===== src/rtl/reg_status_file.sv =====
// Architectural register file with per-register rename status (busy + producing ROB tag).
// Issue marks destinations in flight; in-order commits write data and release matching renames.
module reg_status_file #(
    parameter int unsigned XLEN  = 32,
    parameter int unsigned NREG  = 32,
    parameter int unsigned TAG_W = 3,
    parameter int unsigned CNT_W = 16
) (
    input  logic               clk,
    input  logic               rst_n,
    input  logic               issue_valid,
    input  logic [4:0]         issue_rd,
    input  logic [TAG_W-1:0]   issue_tag,
    input  logic [4:0]         rs1_addr,
    input  logic [4:0]         rs2_addr,
    output logic [XLEN-1:0]    rs1_value,
    output logic               rs1_busy,
    output logic [TAG_W-1:0]   rs1_tag,
    output logic [XLEN-1:0]    rs2_value,
    output logic               rs2_busy,
    output logic [TAG_W-1:0]   rs2_tag,
    input  logic               commit_valid,
    input  logic [4:0]         commit_idx,
    input  logic [TAG_W-1:0]   commit_tag,
    input  logic [XLEN-1:0]    commit_data,
    input  logic               flush,
    output logic [CNT_W-1:0]   retire_count
);

    localparam int unsigned AW = 5;

    logic [XLEN-1:0]  data_q [NREG];
    logic [TAG_W-1:0] tag_q  [NREG];
    logic [NREG-1:0]  busy_q;

    logic commit_we_c;
    logic issue_we_c;
    logic commit_match_c;

    assign commit_we_c    = commit_valid && (commit_idx != '0);
    assign issue_we_c     = issue_valid && (issue_rd != '0) && !flush;
    assign commit_match_c = busy_q[commit_idx] && (tag_q[commit_idx] == commit_tag);

    // Later assignments win: flush clears everything, an issue overrides a same-reg commit release.
    always_ff @(posedge clk or negedge rst_n) begin
        if (!rst_n) begin
            for (int i = 0; i < int'(NREG); i++) begin
                data_q[i] <= '0;
                tag_q[i]  <= '0;
            end
            busy_q       <= '0;
            retire_count <= '0;
        end else begin
            if (flush) begin
                busy_q <= '0;
            end
            if (commit_we_c) begin
                data_q[commit_idx] <= commit_data;
                if (commit_match_c) begin
                    busy_q[commit_idx] <= 1'b0;
                end
            end
            if (issue_we_c) begin
                busy_q[issue_rd] <= 1'b1;
                tag_q[issue_rd]  <= issue_tag;
            end
            if (commit_valid) begin
                retire_count <= retire_count + CNT_W'(1);
            end
        end
    end

    // Combinational read ports with same-cycle commit bypass; issue never bypasses.
    logic rs1_hit_c;
    logic rs2_hit_c;

    assign rs1_hit_c = commit_valid && (commit_idx == rs1_addr) && (rs1_addr != AW'(0));
    assign rs2_hit_c = commit_valid && (commit_idx == rs2_addr) && (rs2_addr != AW'(0));

    assign rs1_value = rs1_hit_c ? commit_data : data_q[rs1_addr];
    assign rs1_busy  = busy_q[rs1_addr] && !(rs1_hit_c && (tag_q[rs1_addr] == commit_tag));
    assign rs1_tag   = tag_q[rs1_addr];

    assign rs2_value = rs2_hit_c ? commit_data : data_q[rs2_addr];
    assign rs2_busy  = busy_q[rs2_addr] && !(rs2_hit_c && (tag_q[rs2_addr] == commit_tag));
    assign rs2_tag   = tag_q[rs2_addr];

endmodule


===== config.mk =====
export PLATFORM = sky130hd
export DESIGN_NAME = reg_status_file
export DESIGN_NICKNAME = d
export VERILOG_FILES = /design/src/rtl/reg_status_file.sv
export SDC_FILE = /design/constraint.sdc
export NUM_CORES = 2
export LEC_CHECK = 0
export BUFFER_PORTS_ARGS = -buffer_cell sky130_fd_sc_hd__buf_2
export CAP_MARGIN = 25
export CORE_MARGIN = 3
export CORE_UTILIZATION = 59
export DETAILED_ROUTE_END_ITERATION = 7
export HOLD_SLACK_MARGIN = 0.1
export PLACE_DENSITY = 0.76
export SYNTH_ARGS = -nofsm -noshare
export SYNTH_HDL_FRONTEND = slang
export SYNTH_SLANG_ARGS = --single-unit

===== constraint.sdc =====
create_clock -name clk -period 5.4 [get_ports clk]
set_input_delay 1.08 -clock clk [delete_from_list [all_inputs] [get_ports clk]]
set_output_delay 1.08 -clock clk [all_outputs]
set_load 0.05 [all_outputs]

; ---- After elaboration in Yosys (flattened, before gate mapping)
; Index checks and enable logic that the tools add are counted.
[word_totals]
ff_bits = 1168
latchBits = 0
mem_bits_rw = 0
romBits = 0
in_bits = 63
out_inout_bits = 88
wordCells = 151
memories = 0
[classes]
addsub = 1
multipliers = 0
n_div = 0
n_lt_le_gt_ge = 12
n_eq_ne = 5
n_shift = 0
n_mux = 37
bitwise = 7
n_reduce_logical = 23
[ops]
columns = operator, count
row1 = $bwmux W1024, 1
row2 = $mux W32, 11
row3 = $bmux W32 S5, 2
row4 = $demux W32 S5, 1
row5 = $bwmux W96, 1
row6 = $bmux W3 S5, 3
row7 = $and A32 B32 Y32, 1
row8 = $not A32 Y32, 1
row9 = $or A32 B32 Y32, 1
row10 = $ge A6 B6 Y1 const B, 4
row11 = $lt A5 B6 Y1 const B, 4
row12 = $not A5 Y6, 4
row13 = $mux W3, 7
row14 = $reduce_bool A5 Y1, 4
row15 = $add A16 B1 Y16 const B, 1
row16 = $logic_and A1 B1 Y1, 16
row17 = $bmux W1 S5, 3
row18 = $demux W3 S5, 1
row19 = $lt A6 B1 Y1 const B, 2
row20 = $demux W1 S5, 2
row21 = $eq A5 B5 Y1, 2
row22 = $ge A5 B1 Y1 const B, 2
row23 = $eq A3 B3 Y1, 3
row24 = $mux W1, 5
row25 = $logic_not A1 Y1, 3

; ---- Logic depth before layout (Yosys ltp)
[depth]
depth_word = 10
mapped_depth = 12
depth_no_buf = 7

; ---- Least setup slack after synthesis
; OpenSTA, ideal clock, no wires.
[synth_timing]
kind = input -> output
from = input port rs2_addr[0]
to = output port rs2_busy
t_arrival_ps = 4320
t_required_ps = 4320
setup_slack_ps = 0
cell_stages = 9
n_path_buf = 2
path_cell_list = buf_2 buf_4 mux4_2 nand2_1 a211oi_1 a31oi_1 o21ai_0 xnor2_1 a41oi_1
[synth_between]
elab_chain_len = 8
elab_cells_between_ends = 14
cone_classes = 2 x eq/ne / 5 x mux / 1 x bitwise / 6 x reduce/logical
[synth_lines]
columns = element, line
row1 = "start, declared", 15  ; input logic [4:0] rs2_addr,
row2 = $not A5 Y6, -
row3 = $bmux W3 S5, -
row4 = $mux W3 (2 in a row), -
row5 = named net rs2_tag[1], 21  ; output logic [TAG_W-1:0] rs2_tag,
row6 = $eq A3 B3 Y1, 85  ; assign rs2_busy = busy_q[rs2_addr] && !(rs2_hit_c && (tag_q[rs2_addr] == commit_tag));
row7 = $logic_and A1 B1 Y1, 85
row8 = $logic_not A1 Y1, 85
row9 = $logic_and A1 B1 Y1, 85
row10 = "end, declared", 20  ; output logic rs2_busy,
; The timed path passes the listed nets, and every way through them passes these cells. The select of a mux whose other input is x is not followed.

; ---- Worst setup path in the final report
[layout_timing]
from = input port rs2_addr[0]
to = output port rs2_value[22]
[layout_between]
elab_chain_len = 5
elab_cells_between_ends = 9
cone_classes = 1 x eq/ne / 4 x mux / 1 x bitwise / 3 x reduce/logical
[layout_lines]
columns = element, line
row1 = $not A5 Y6 (implied by the code), 84  ; assign rs2_value = rs2_hit_c ? commit_data : data_q[rs2_addr];
row2 = $bmux W32 S5, 84
row3 = $mux W32 (implied by the code) (2 in a row), 84
row4 = $mux W32 *, 84
row5 = "end, declared", 19  ; output logic [XLEN-1:0] rs2_value,
; Mark *: on every way between the ends. The rest lies on a longest branch, timed or not. The select of a mux whose other input is x is not followed.

==> reports/metrics.yaml <==
worstReg2RegStart: "tag_q[62]"
grt_overflow: 0
critPathSlowestCell: "mux4_2"
wl_per_cell_um: 31.9
fp-row-count: 120
place_area_um2: 66100
nNetsFinal: 4165
cts_resized: 0
path_delay_family: "multiplexers"
track_usage: 0.325
ys_types: 66
rrSetupSlack_ns: 2.58
synth-compound-area-share: 0.0200
end_kind: "output port"
cts.sinks: 1168
numCtsBuffers: 120
worstRegToRegCells: 7
drt_iter0_drc: 4152
critical_path_required_ns: 4.32
antenna_found_initial: 3
hpwl_mm: 101
synth_area_um2: 64100
clock-root-buffer: "clkbuf_16"
synthCells: 4191
tightest_slew_ns: 1.09
grt_pass1_wl_mm: 270
clock_path_buffers: 3
path_class: "primary input to output port"
vias: 39864
antenna_cells: 0
dieArea_um2: 113000
slew_viol_final: 0
cp-start-kind: "primary input"
period_share: 0.898
fp.dieH_um: 335
synth_top_family_by_area: "multiplexers"
timing.hold.ws_ns: 0.227
yosys.area_share.adder: 0.000195
ios: 151
min_path_type: "primary input to asynchronous set/reset pin"
first_pass_iters: 6
syn2layout_area_growth_pct: 9.81
fin_crit_ns: 4.85
cts_hold_buf: 0
initial_utilization: 0.597
leakagePower_nw: 30.4
synth_flop_cell: "dfrtp_1"
finalClockSkew_ns: 0.0123
final_area_um2: 70300
seq_area_frac_synth: 0.456
peakVddDrop_mv: 0.277
synth-edff-count: 0
synth.mux.area_fraction: 0.454
synth_nets: 4255
post_cts_buffers: 0
port_buffers: 150
ant_nets: 0
cts_tree: "yes"
relSlewSlack: 0.272
async_flop_share: 1.00
crit_chain: "buf_8 -> buf_4 -> mux4_2 -> mux4_2 -> mux2i_1 -> o21ai_0 -> buf_2"
synthXorXnorAreaFrac: 0.00424
rsz0062_at_grt: "false"
worst_path_most_repeated_cell: "mux4_2"
fp.dieW_um: 335
via_per_inst: 7.10
fin_setup_tns_ns: 0
max_freq_ghz: 0.206
ys_ff_latch: 1168
power.density_nw_per_um2: 372
gp_congestion: 0.922
hold_viol_final: 0
path_clk_slew_ns: 0.06
drc_errors: 0
ys_warn_count: 0
finalSetupViolCount: 0
outcome: "finished clean"
grt_pass1_vias: 41661
slowest_delay_ns: 0.55
r2r_end: "busy_q[14]"
drv_cap: 0
yosys.area_share.simple: 0.0309
wl_mm: 179
crit_buf_inv: 3
layout-drive-gt1-share: 0.540
crit_fanout: 43
synth_area_per_cell_um2: 15.3
insertion_delay_ns: 0.72
grt_max_degree: 159
core_um2: 107000
htreeDepth: 3
cp.arrival_ns: 3.77
[worst reg2reg max path: cells and delay by family, from the launching register on]
kind / cells / cell delay [ns]
flops: 1 / 0.42
compound gates: 3 / 1.22
simple gates: 2 / 0.31
xor+xnor: 1 / 0.20
mux: 1 / 0.50
[how the worst max path moves through the flow]
stage | startpoint | endpoint | slack (ns) | depth (start not counted)
after floorplan | rs2_addr[0] | rs2_busy | 0.0004 | 9
after CTS | rs2_addr[0] | rs2_value[22] | 0.57 | 7
after detailed placement | rs2_addr[0] | rs2_value[22] | 0.57 | 7
after global placement | rs2_addr[0] | rs2_value[22] | 0.58 | 7
after global routing | rs2_addr[0] | rs2_value[22] | 0.47 | 7
final | rs2_addr[0] | rs2_value[22] | 0.55 | 7
[routing by layer]
| metal | part of all wire | track usage |
|---|---|---|
| met4 | 0.049 | 0.145 |
| met1 | 0.38 | 0.438 |
| met5 | 0.00023 | 0 |
| met2 | 0.48 | 0.514 |
| met3 | 0.091 | 0.0712 |
[Yosys cell counts (7+ instances only)]
| cell | count | area (µm²) |
|---|---|---|
| and3_1 | 9 | 56.3 |
| nand4_1 | 14 | 87.6 |
| nand2_1 | 234 | 878 |
| nor2b_1 | 24 | 150 |
| clkbuf_1 | 242 | 908 |
| mux4_2 | 702 | 15800 |
| buf_4 | 12 | 90.1 |
| nand2b_1 | 8 | 50.1 |
| mux2_2 | 1047 | 11800 |
| buf_2 | 174 | 871 |
| nor2_1 | 60 | 225 |
| xnor2_1 | 21 | 184 |
| mux2i_1 | 123 | 1230 |
| a31oi_1 | 29 | 181 |
| xor2_1 | 10 | 87.6 |
| buf_1 | 18 | 67.6 |
| a22oi_1 | 16 | 120 |
| nand3_1 | 29 | 145 |
| mux2_1 | 9 | 101 |
| clkbuf_8 | 8 | 110 |
| buf_6 | 8 | 90.1 |
| o21ai_0 | 70 | 350 |
| dfrtp_1 | 1168 | 29200 |
| a21oi_1 | 31 | 155 |
| nor3_1 | 25 | 125 |
| a21boi_0 | 7 | 52.6 |
[report_power, final]
| group | total, mW | switching [mW] | internal, mW |
|---|---|---|---|
| clock | 8.81 | 3.65 | 5.16 |
| sequential | 11.5 | 1.19 | 10.3 |
| combinational | 5.84 | 2.57 | 3.26 |
| total | 26.2 | 7.42 | 18.8 |
[cell families (layout without fill, tap and decap cells)]
group	after synthesis	count (layout)
AOI/OAI and AO/OA	196	196
xor gates and xnor gates	31	31
adders and majority gates	1	1
buffers and inverters	470	487
DFF	1168	1168
muxes	1887	1887
and+or+nand+nor	438	438
[cells in the final DEF, fill, tap and decap left out, types with 6 or more instances in the layout]
cell / n
nor3_1: 25
bufinv_16: 12
a2111oi_0: 6
mux4_2: 702
o21ai_0: 70
and2_1: 6
and3_1: 9
xnor2_1: 21
a22oi_1: 16
buf_12: 50
mux2i_1: 123
nor2_1: 43
clkinv_2: 32
a21oi_1: 30
nand2_1: 219
nor2b_1: 24
nand4_1: 14
nand2_4: 14
buf_4: 55
clkbuf_1: 17
mux2_1: 9
buf_2: 140
clkbuf_16: 122
a21boi_0: 7
nor2_4: 17
mux2_2: 1047
dfrtp_1: 1168
xor2_1: 10
nand2b_1: 8
clkinvlp_4: 6
a31oi_1: 29
a41oi_2: 6
nand3_1: 29
clkbuf_8: 32
[state kept, by name (all words and copies together), names as in the netlist]
name	cells
retire_count	16
tag_q	96
data_q	1024
busy_q	32
[cell type report]
type | instances | area, µm²
Multi-Input combinational cell | 2553 | 32900
Tap cell | 1403 | 1760
Timing Repair Buffer | 252 | 2210
Clock inverter | 58 | 678
Fill cell | 7401 | 37000
Sequential cell | 1168 | 29200
Inverter | 6 | 23.8
Clock buffer | 171 | 3560
[per-stage QoR]
stage | util | total power, mW | instances | setup WS [ns]
2_1_floorplan | - | 15.8 | 4191 | 0.000391
3_3_place_gp | 0.616 | 17.2 | 5382 | 0.583
3_5_place_dp | 0.616 | 17.5 | 5382 | 0.571
4_1_cts | 0.655 | 26.3 | 5611 | 0.574
5_1_grt | 0.655 | 27.2 | 5611 | 0.467
6_report | 0.655 | 26.2 | 5611 | 0.551
(Power assumes the default switching activity.)
